<file path="config.mk">
export PLATFORM = sky130hd
export DESIGN_NAME = ex_mem_elastic_stage
export DESIGN_NICKNAME = d
export VERILOG_FILES = /design/src/rtl/epipe_pkg.sv /design/src/rtl/pipe_skid_buf.sv /design/src/rtl/ex_mem_elastic_stage.sv
export SDC_FILE = /design/constraint.sdc
export NUM_CORES = 1
export LEC_CHECK = 0
export BUFFER_PORTS_ARGS = -buffer_cell sky130_fd_sc_hd__buf_2
export CORE_ASPECT_RATIO = 0.9
export CORE_MARGIN = 8
export CORE_UTILIZATION = 57
export CTS_BUF_LIST = sky130_fd_sc_hd__clkbuf_8
export CTS_CLUSTER_DIAMETER = 30
export DETAILED_ROUTE_END_ITERATION = 12
export GPL_TIMING_DRIVEN = 1
export PLACE_DENSITY = 0.8
export SKIP_LAST_GASP = 1
export SLEW_MARGIN = 20
export SYNTH_ARGS = -nofsm -noshare
export SYNTH_HDL_FRONTEND = slang
export SYNTH_SLANG_ARGS = --single-unit
export TNS_END_PERCENT = 5
</file>
<file path="constraint.sdc">
create_clock -name clk_i -period 2.2 [get_ports clk_i]
set_input_delay 0.22 -clock clk_i [delete_from_list [all_inputs] [get_ports clk_i]]
set_output_delay 0.22 -clock clk_i [all_outputs]
set_load 0.005 [all_outputs]
</file>
<file path="src/rtl/epipe_pkg.sv">
// Shared types and constants for the elastic EX->MEM stage.
// Default widths, control flag indices and the payload layout.
package epipe_pkg;

    localparam int REGI_SIZE_D = 16;
    localparam int ELEM_SIZE_D = 8;
    localparam int VECT_SIZE_D = 8;
    localparam int SCAL_CH_D   = 2;
    localparam int VECT_CH_D   = 2;
    localparam int CTRL_BITS_D = 5;

    localparam int CTRL_MEM_EN = 0;
    localparam int CTRL_REG_EN = 1;
    localparam int CTRL_JMP_EN = 2;
    localparam int CTRL_MEM_RD = 3;
    localparam int CTRL_MEM_WR = 4;

    // Payload order matches the flat bus packed by the stage: scal | vect | ctrl
    typedef struct packed {
        logic [SCAL_CH_D*REGI_SIZE_D-1:0]             scal;
        logic [VECT_CH_D*VECT_SIZE_D*ELEM_SIZE_D-1:0] vect;
        logic [CTRL_BITS_D-1:0]                       ctrl;
    } epipe_payload_t;

endpackage

</file>
<file path="src/rtl/pipe_skid_buf.sv">
// Generic main+skid elastic buffer with valid/ready and flush.
// Output always comes from the main entry; skid absorbs one stalled beat.
module pipe_skid_buf #(
    parameter int WIDTH = 8
) (
    input  logic             clk_i,
    input  logic             rst_i,
    input  logic             flush_i,
    input  logic             valid_i,
    output logic             ready_o,
    input  logic [WIDTH-1:0] data_i,
    output logic             valid_o,
    input  logic             ready_i,
    output logic [WIDTH-1:0] data_o
);

    logic             r_main_v;
    logic             r_skid_v;
    logic [WIDTH-1:0] r_main;
    logic [WIDTH-1:0] r_skid;
    logic             w_accept;
    logic             w_drain;

    assign ready_o  = ~r_skid_v;
    assign valid_o  = r_main_v;
    assign data_o   = r_main;
    assign w_accept = valid_i & ~r_skid_v;
    assign w_drain  = r_main_v & ready_i;

    // Entry valid flags: flush kills both, otherwise FIFO move/load/clear
    always_ff @(posedge clk_i or negedge rst_i) begin
        if (!rst_i) begin
            r_main_v <= 1'b0;
            r_skid_v <= 1'b0;
        end else if (flush_i) begin
            r_main_v <= 1'b0;
            r_skid_v <= 1'b0;
        end else if (r_skid_v) begin
            if (w_drain) begin
                r_skid_v <= 1'b0;
            end
        end else if (w_accept) begin
            if (r_main_v && !w_drain) begin
                r_skid_v <= 1'b1;
            end else begin
                r_main_v <= 1'b1;
            end
        end else if (w_drain) begin
            r_main_v <= 1'b0;
        end
    end

    // Payload registers: follow the valid moves, untouched by flush
    always_ff @(posedge clk_i or negedge rst_i) begin
        if (!rst_i) begin
            r_main <= '0;
            r_skid <= '0;
        end else if (!flush_i) begin
            if (r_skid_v) begin
                if (w_drain) begin
                    r_main <= r_skid;
                end
            end else if (w_accept) begin
                if (r_main_v && !w_drain) begin
                    r_skid <= data_i;
                end else begin
                    r_main <= data_i;
                end
            end
        end
    end

endmodule

</file>
<file path="src/rtl/ex_mem_elastic_stage.sv">
// Elastic EX->MEM stage: packs results into a main+skid buffer, gates ctrl.
// Optional stall counter enabled by the EPIPE_STATS_EN macro.
module ex_mem_elastic_stage
    import epipe_pkg::*;
#(
    parameter int REGI_SIZE = REGI_SIZE_D,
    parameter int ELEM_SIZE = ELEM_SIZE_D,
    parameter int VECT_SIZE = VECT_SIZE_D,
    parameter int SCAL_CH   = SCAL_CH_D,
    parameter int VECT_CH   = VECT_CH_D,
    parameter int CTRL_BITS = CTRL_BITS_D
) (
    input  logic                                 clk_i,
    input  logic                                 rst_i,
    input  logic                                 flush_i,
    input  logic                                 valid_i,
    output logic                                 ready_o,
    input  logic [SCAL_CH*REGI_SIZE-1:0]         scal_res_i,
    input  logic [VECT_CH*VECT_SIZE*ELEM_SIZE-1:0] vect_res_i,
    input  logic [CTRL_BITS-1:0]                 ctrl_i,
    output logic                                 valid_o,
    input  logic                                 ready_i,
    output logic [SCAL_CH*REGI_SIZE-1:0]         scal_res_o,
    output logic [VECT_CH*VECT_SIZE*ELEM_SIZE-1:0] vect_res_o,
`ifdef EPIPE_STATS_EN
    output logic [CTRL_BITS-1:0]                 ctrl_o,
    output logic [15:0]                          stall_cnt_o
`else
    output logic [CTRL_BITS-1:0]                 ctrl_o
`endif
);

    localparam int SW = SCAL_CH * REGI_SIZE;
    localparam int VW = VECT_CH * VECT_SIZE * ELEM_SIZE;
    localparam int PW = SW + VW + CTRL_BITS;

    logic [PW-1:0] w_in;
    logic [PW-1:0] w_out;
    logic          w_valid;

    assign w_in = {scal_res_i, vect_res_i, ctrl_i};

    pipe_skid_buf #(
        .WIDTH (PW)
    ) u_buf (
        .clk_i   (clk_i),
        .rst_i   (rst_i),
        .flush_i (flush_i),
        .valid_i (valid_i),
        .ready_o (ready_o),
        .data_i  (w_in),
        .valid_o (w_valid),
        .ready_i (ready_i),
        .data_o  (w_out)
    );

    assign valid_o    = w_valid;
    assign scal_res_o = w_out[PW-1 -: SW];
    assign vect_res_o = w_out[CTRL_BITS +: VW];
    assign ctrl_o     = w_valid ? w_out[CTRL_BITS-1:0] : '0;

`ifdef EPIPE_STATS_EN
    logic [15:0] r_stall_cnt;

    // Count backpressured cycles, saturating; only reset clears it
    always_ff @(posedge clk_i or negedge rst_i) begin
        if (!rst_i) begin
            r_stall_cnt <= '0;
        end else if (w_valid && !ready_i && r_stall_cnt != 16'hFFFF) begin
            r_stall_cnt <= r_stall_cnt + 16'd1;
        end
    end

    assign stall_cnt_o = r_stall_cnt;
`endif

endmodule

</file>
; Word level (Yosys, flattened, before mapping)
; Cells that the tools add are included.
[word_totals]
regBits = 332
input_bits = 170
out_inout_bits = 167
elab_cells = 34
[classes]
n_eq_ne = 4
mux = 15
bitwise = 4
reduce_logical = 7
[op_table]
columns = operator, count
row1 = 2-to-1 mux 165 bit, 4
row2 = 2-to-1 mux 1 bit, 10
row3 = AND reduction 4 bit, 2
row4 = 2-to-1 mux 5 bit, 1
row5 = != test 2 bit (second input constant), 2
row6 = != test 3 bit (second input constant), 1
row7 = AND reduction 3 bit, 1
row8 = nonzero test 3 bit, 1
row9 = AND 1 bit, 2
row10 = != test 2 x 1 -> 1 bit (second input constant), 1
row11 = inverter 1 bit, 2
row12 = nonzero test 2 bit, 1
row13 = logical AND 1 bit, 1
row14 = logical NOT 1 bit, 1

; Logic depth before layout (Yosys ltp)
[logic_depth]
depth_word = 7
mapped_depth = 6
ltp_nobuf = 3

; Modules after synthesis
; Synthesis repeated with hierarchy kept, for this count alone.
[unflattened]
cells_unflattened = 897
area_unflattened_um2 = 14345.0
[modules_own_cells]
columns = module, instances, cells_per_inst, area_per_inst_um2, seq_area_each_um2
row1 = pipe_skid_buf, 1, 892, 14313.7, 8308.0
row2 = ex_mem_elastic_stage, 1, 5, 31.3, 0.0

; Worst setup path after synthesis
; No wires, ideal clock.
[synth_timing]
kind = flip-flop to flip-flop
startpoint = reg u_buf.r_skid_v
endpoint = reg u_buf.r_main[117] (netlist: u_buf.data_o[117])
setup_ns = 0.125
t_arrival_ns = 1.611
required_time_ns = 2.075
slack_ns = 0.465
stages_incl_launch_ff = 6
path_buffers = 3
synth_period_minus_slack_ns = 1.735
path_cell_list = dfrtp_1 buf_2 buf_2 buf_1 mux2_2 mux2_2
[synth_via]
elab_chain_cells = 4
elab_cells_between_ends = 7
cone_classes = eq/ne: 2 / mux: 1 / bitwise: 2 / reduce/logical: 2
[synth_rtl]
columns = element, line
row1 = from (decl), pipe_skid_buf.sv:18  ; logic r_skid_v;
row2 = from (signal assigned), pipe_skid_buf.sv:34  ; r_skid_v <= 1'b0;
row3 = from (signal assigned), pipe_skid_buf.sv:37  ; r_skid_v <= 1'b0;
row4 = from (signal assigned), pipe_skid_buf.sv:40  ; r_skid_v <= 1'b0;
row5 = inverter 1 bit (no line), -
row6 = AND 1 bit, pipe_skid_buf.sv:27  ; assign w_accept = valid_i & ~r_skid_v;
row7 = nonzero test 2 bit (no line), -
row8 = AND reduction 4 bit (no line), -
row9 = to (signal assigned), pipe_skid_buf.sv:61  ; r_main <= r_skid;
row10 = to (signal assigned), pipe_skid_buf.sv:67  ; r_main <= data_i;
row11 = to (decl), pipe_skid_buf.sv:19  ; logic [WIDTH-1:0] r_main;
; Several ways; a longest one is shown, not always the timed one.
; A chain may end at the register's enable or synchronous reset.

; Worst setup path in the final report
[layout_timing]
startpoint = reg u_buf.r_skid_v
endpoint = reg u_buf.r_main[51] (netlist: u_buf.data_o[51])
; The elaborated chain is that of the path after synthesis.

==> flow_summary.json <==
{
  "cts-root-buf": "clkbuf_8",
  "cp.required_ns": 2.62,
  "insertion_delay_ns": 0.57,
  "hpwlAfterDp_um": 22900,
  "vias_per_cell": 5.24,
  "worst_setup_path_end_kind": "flop",
  "rsz0062_at_grt": "no",
  "grt_usage_pct": 23.2,
  "final_common_cell": "mux2_2",
  "utilization_pct": 73.4,
  "cap_violations": 0,
  "final_cell_mix": "mux2_2, buf_2, dfrtp_1",
  "max_freq_ghz": 0.507,
  "grt_pass1_wl_um": 61400,
  "cts_tree": "done",
  "r2r_slack_ns": 0.23,
  "clockBufferDepth": 3,
  "path_clk_slew_ns": 0.07,
  "crit_end": "u_buf.data_o[51]$_DFFE_PN0P_",
  "hold-worst-slack_ns": 0.138,
  "critPathSlowestCell": "dfrtp_4",
  "finalSetupViolations": 0,
  "syn2layout_area_growth_pct": 27.1,
  "ys_seq_area_share_pct": 53.4,
  "syn_avg_cell_area_um2": 14.7,
  "power_uw": 19300,
  "r2r_cells": 5,
  "drt_iter0_markers": 450,
  "cts_hold_buf": 170,
  "critPathMaxStageDelay_ns": 0.51,
  "fillers": 1636,
  "synthesis.nets": 1228,
  "syn_inst": 1058,
  "die-area_mm2": 0.0329,
  "dr.pass1.iters": 4,
  "synth_top_area_share_pct": 53.4,
  "maxSlewHeadroom_pct": 60.6,
  "worst_slew_pin_slew_ns": 0.591,
  "status": "finished, final reports clean",
  "finalWirelength_um": 38100,
  "power.leakage_uw": 0.00907,
  "crit_chain": "nand2b_4 > a221oi_4 > buf_4 > buf_12 > mux2_2",
  "overflow": 0,
  "synthTopCellsByArea": "dfrtp_1, mux2_2, buf_4, mux2_1, buf_6",
  "cts_resized": 0,
  "wl_per_cell_um": 20.5,
  "dieHeight_um": 173,
  "ys_warn_count": 0,
  "cts_buffers": 66,
  "path_class": "reg2reg",
  "syn-cell-area_mm2": 0.0156,
  "post_cts_buffers": 0,
  "crit_buf_inv": 2,
  "die_w_um": 190,
  "synth_largest_area_cell": "dfrtp_1",
  "power_density_mw_per_mm2": 975,
  "crit_fanout": 24,
  "cts_sinks": 332,
  "post-route-period-util_pct": 89.7,
  "rows": 57,
  "ctsHtreeMaxLevel": 3,
  "ys_seq_elements": 332,
  "startpoint": "u_buf.r_skid_v$_DFF_PN0_",
  "core_mm2": 0.0270,
  "antenna_found_initial": 3,
  "hold_viol_final": 0,
  "grt_max_degree": 99,
  "num_io_pins": 337,
  "yosysUniqueCellTypes": 17,
  "r2r_start": "u_buf.r_skid_v$_DFF_PN0_",
  "timing.setup.tns_ns": 0,
  "first_global_vias": 11300,
  "final_antenna_net_count": 0,
  "fin_skew_ns": 0.0412,
  "critPathLaunchType": "flop",
  "drc": 0,
  "io_buffer_count": 336,
  "r2r_end": "u_buf.data_o[51]$_DFFE_PN0P_",
  "start_util_pct": 57.7,
  "slew_viol_final": 0,
  "vias": 9736,
  "fin_crit_ns": 1.97,
  "gp_congestion": 0.774,
  "cp_num_cells": 5,
  "critPathTopFamily": "flip-flops",
  "arrival_ns": 2.39,
  "ir_drop_uv": 660,
  "drive_gt1_share_pct": 61.0,
  "hold_path_class": "in2async",
  "num-nets-final": 1617
}
==> layer usage <==
metal	track usage (%)	share of wire, %	wire length, µm	vias up
met5	0	0	0	-
met4	10.2	3.5	1340	0
met3	5.73	5.4	2070	92
met2	40.8	52	19800	324
met1	26.3	39	14900	4958
li1	-	-	-	4362
==> layout make-up <==
cell class / count / area (µm²) / share of cell area [%]
clock buffer: 83 / 1140 / 5.78
clock inverter: 39 / 390 / 1.97
sequential: 332 / 8310 / 42.0
antenna: 3 / 7.51 / 0.0380
inverter: 2 / 7.51 / 0.0380
tap: 354 / 443 / 2.24
multi-input combinational: 508 / 5700 / 28.8
timing repair buffer: 537 / 3780 / 19.1
==> synth_stat cells <==
cell and n:
clkbuf_1 15, dfrtp_1 332, nor4b_4 1, buf_6 5, nand2_1 1, o21ai_0 1
buf_4 189, buf_1 2, a21oi_1 2, mux2_1 61, a221oi_2 1, nand2b_4 1
and2_1 5, a211oi_1 1, inv_1 2, buf_2 5, mux2_2 434
==> per-stage QoR <==
stage          instances  cell area [µm²]  worst slack (ns)
6_report            1858            19800             0.227
3_5_place_dp        1563            16500             0.225
4_1_cts             1855            19800             0.207
3_3_place_gp        1563            16500             0.248
5_1_grt             1858            19800             0.134
2_1_floorplan       1058            15600             0.465
==> sequential cells by signal (all words and copies together), names as in the netlist <==
register and flops:
u_buf.data_o 165, u_buf.r_skid 165, u_buf.r_skid_v 1, u_buf.valid_o 1
==> power breakdown <==
| group | internal [µW] | switching (µW) | total [µW] |
|---|---|---|---|
| registers | 7690 | 863 | 8550 |
| logic | 2250 | 1450 | 3700 |
| clock network | 4290 | 2740 | 7030 |
| total | 14200 | 5060 | 19300 |
==> cell families after synthesis <==
kind of cell           after synthesis  share of synthesized area, %
AOI/OAI and AO/OA                    5                         0.241
buffers and inverters              218                          10.1
DFF                                332                          53.4
muxes                              495                          35.8
and+or+nand+nor                      8                         0.466
==> worst reg2reg max path, cell delays in order (launching register included) <==
cell	delay, ns
dfrtp_4	0.51
nand2b_4	0.18
a221oi_4	0.38
buf_4	0.23
buf_12	0.19
mux2_2	0.37
==> worst min path at each step <==
stage / from / end / slack (ns) / cells after the start
global placement: rst_i / u_buf.r_skid[150]$_DFFE_PN0P_ / 0.18 / 1
finish: rst_i / u_buf.data_o[151]$_DFFE_PN0P_ / 0.14 / 2
CTS: rst_i / u_buf.data_o[151]$_DFFE_PN0P_ / 0.15 / 2
detailed placement: rst_i / u_buf.r_skid[149]$_DFFE_PN0P_ / 0.18 / 1
floorplan: rst_i / u_buf.data_o[0]$_DFFE_PN0P_ / -0.08 / 0
global route: rst_i / u_buf.data_o[151]$_DFFE_PN0P_ / 0.16 / 2
Power figures use the tool's default switching activity.
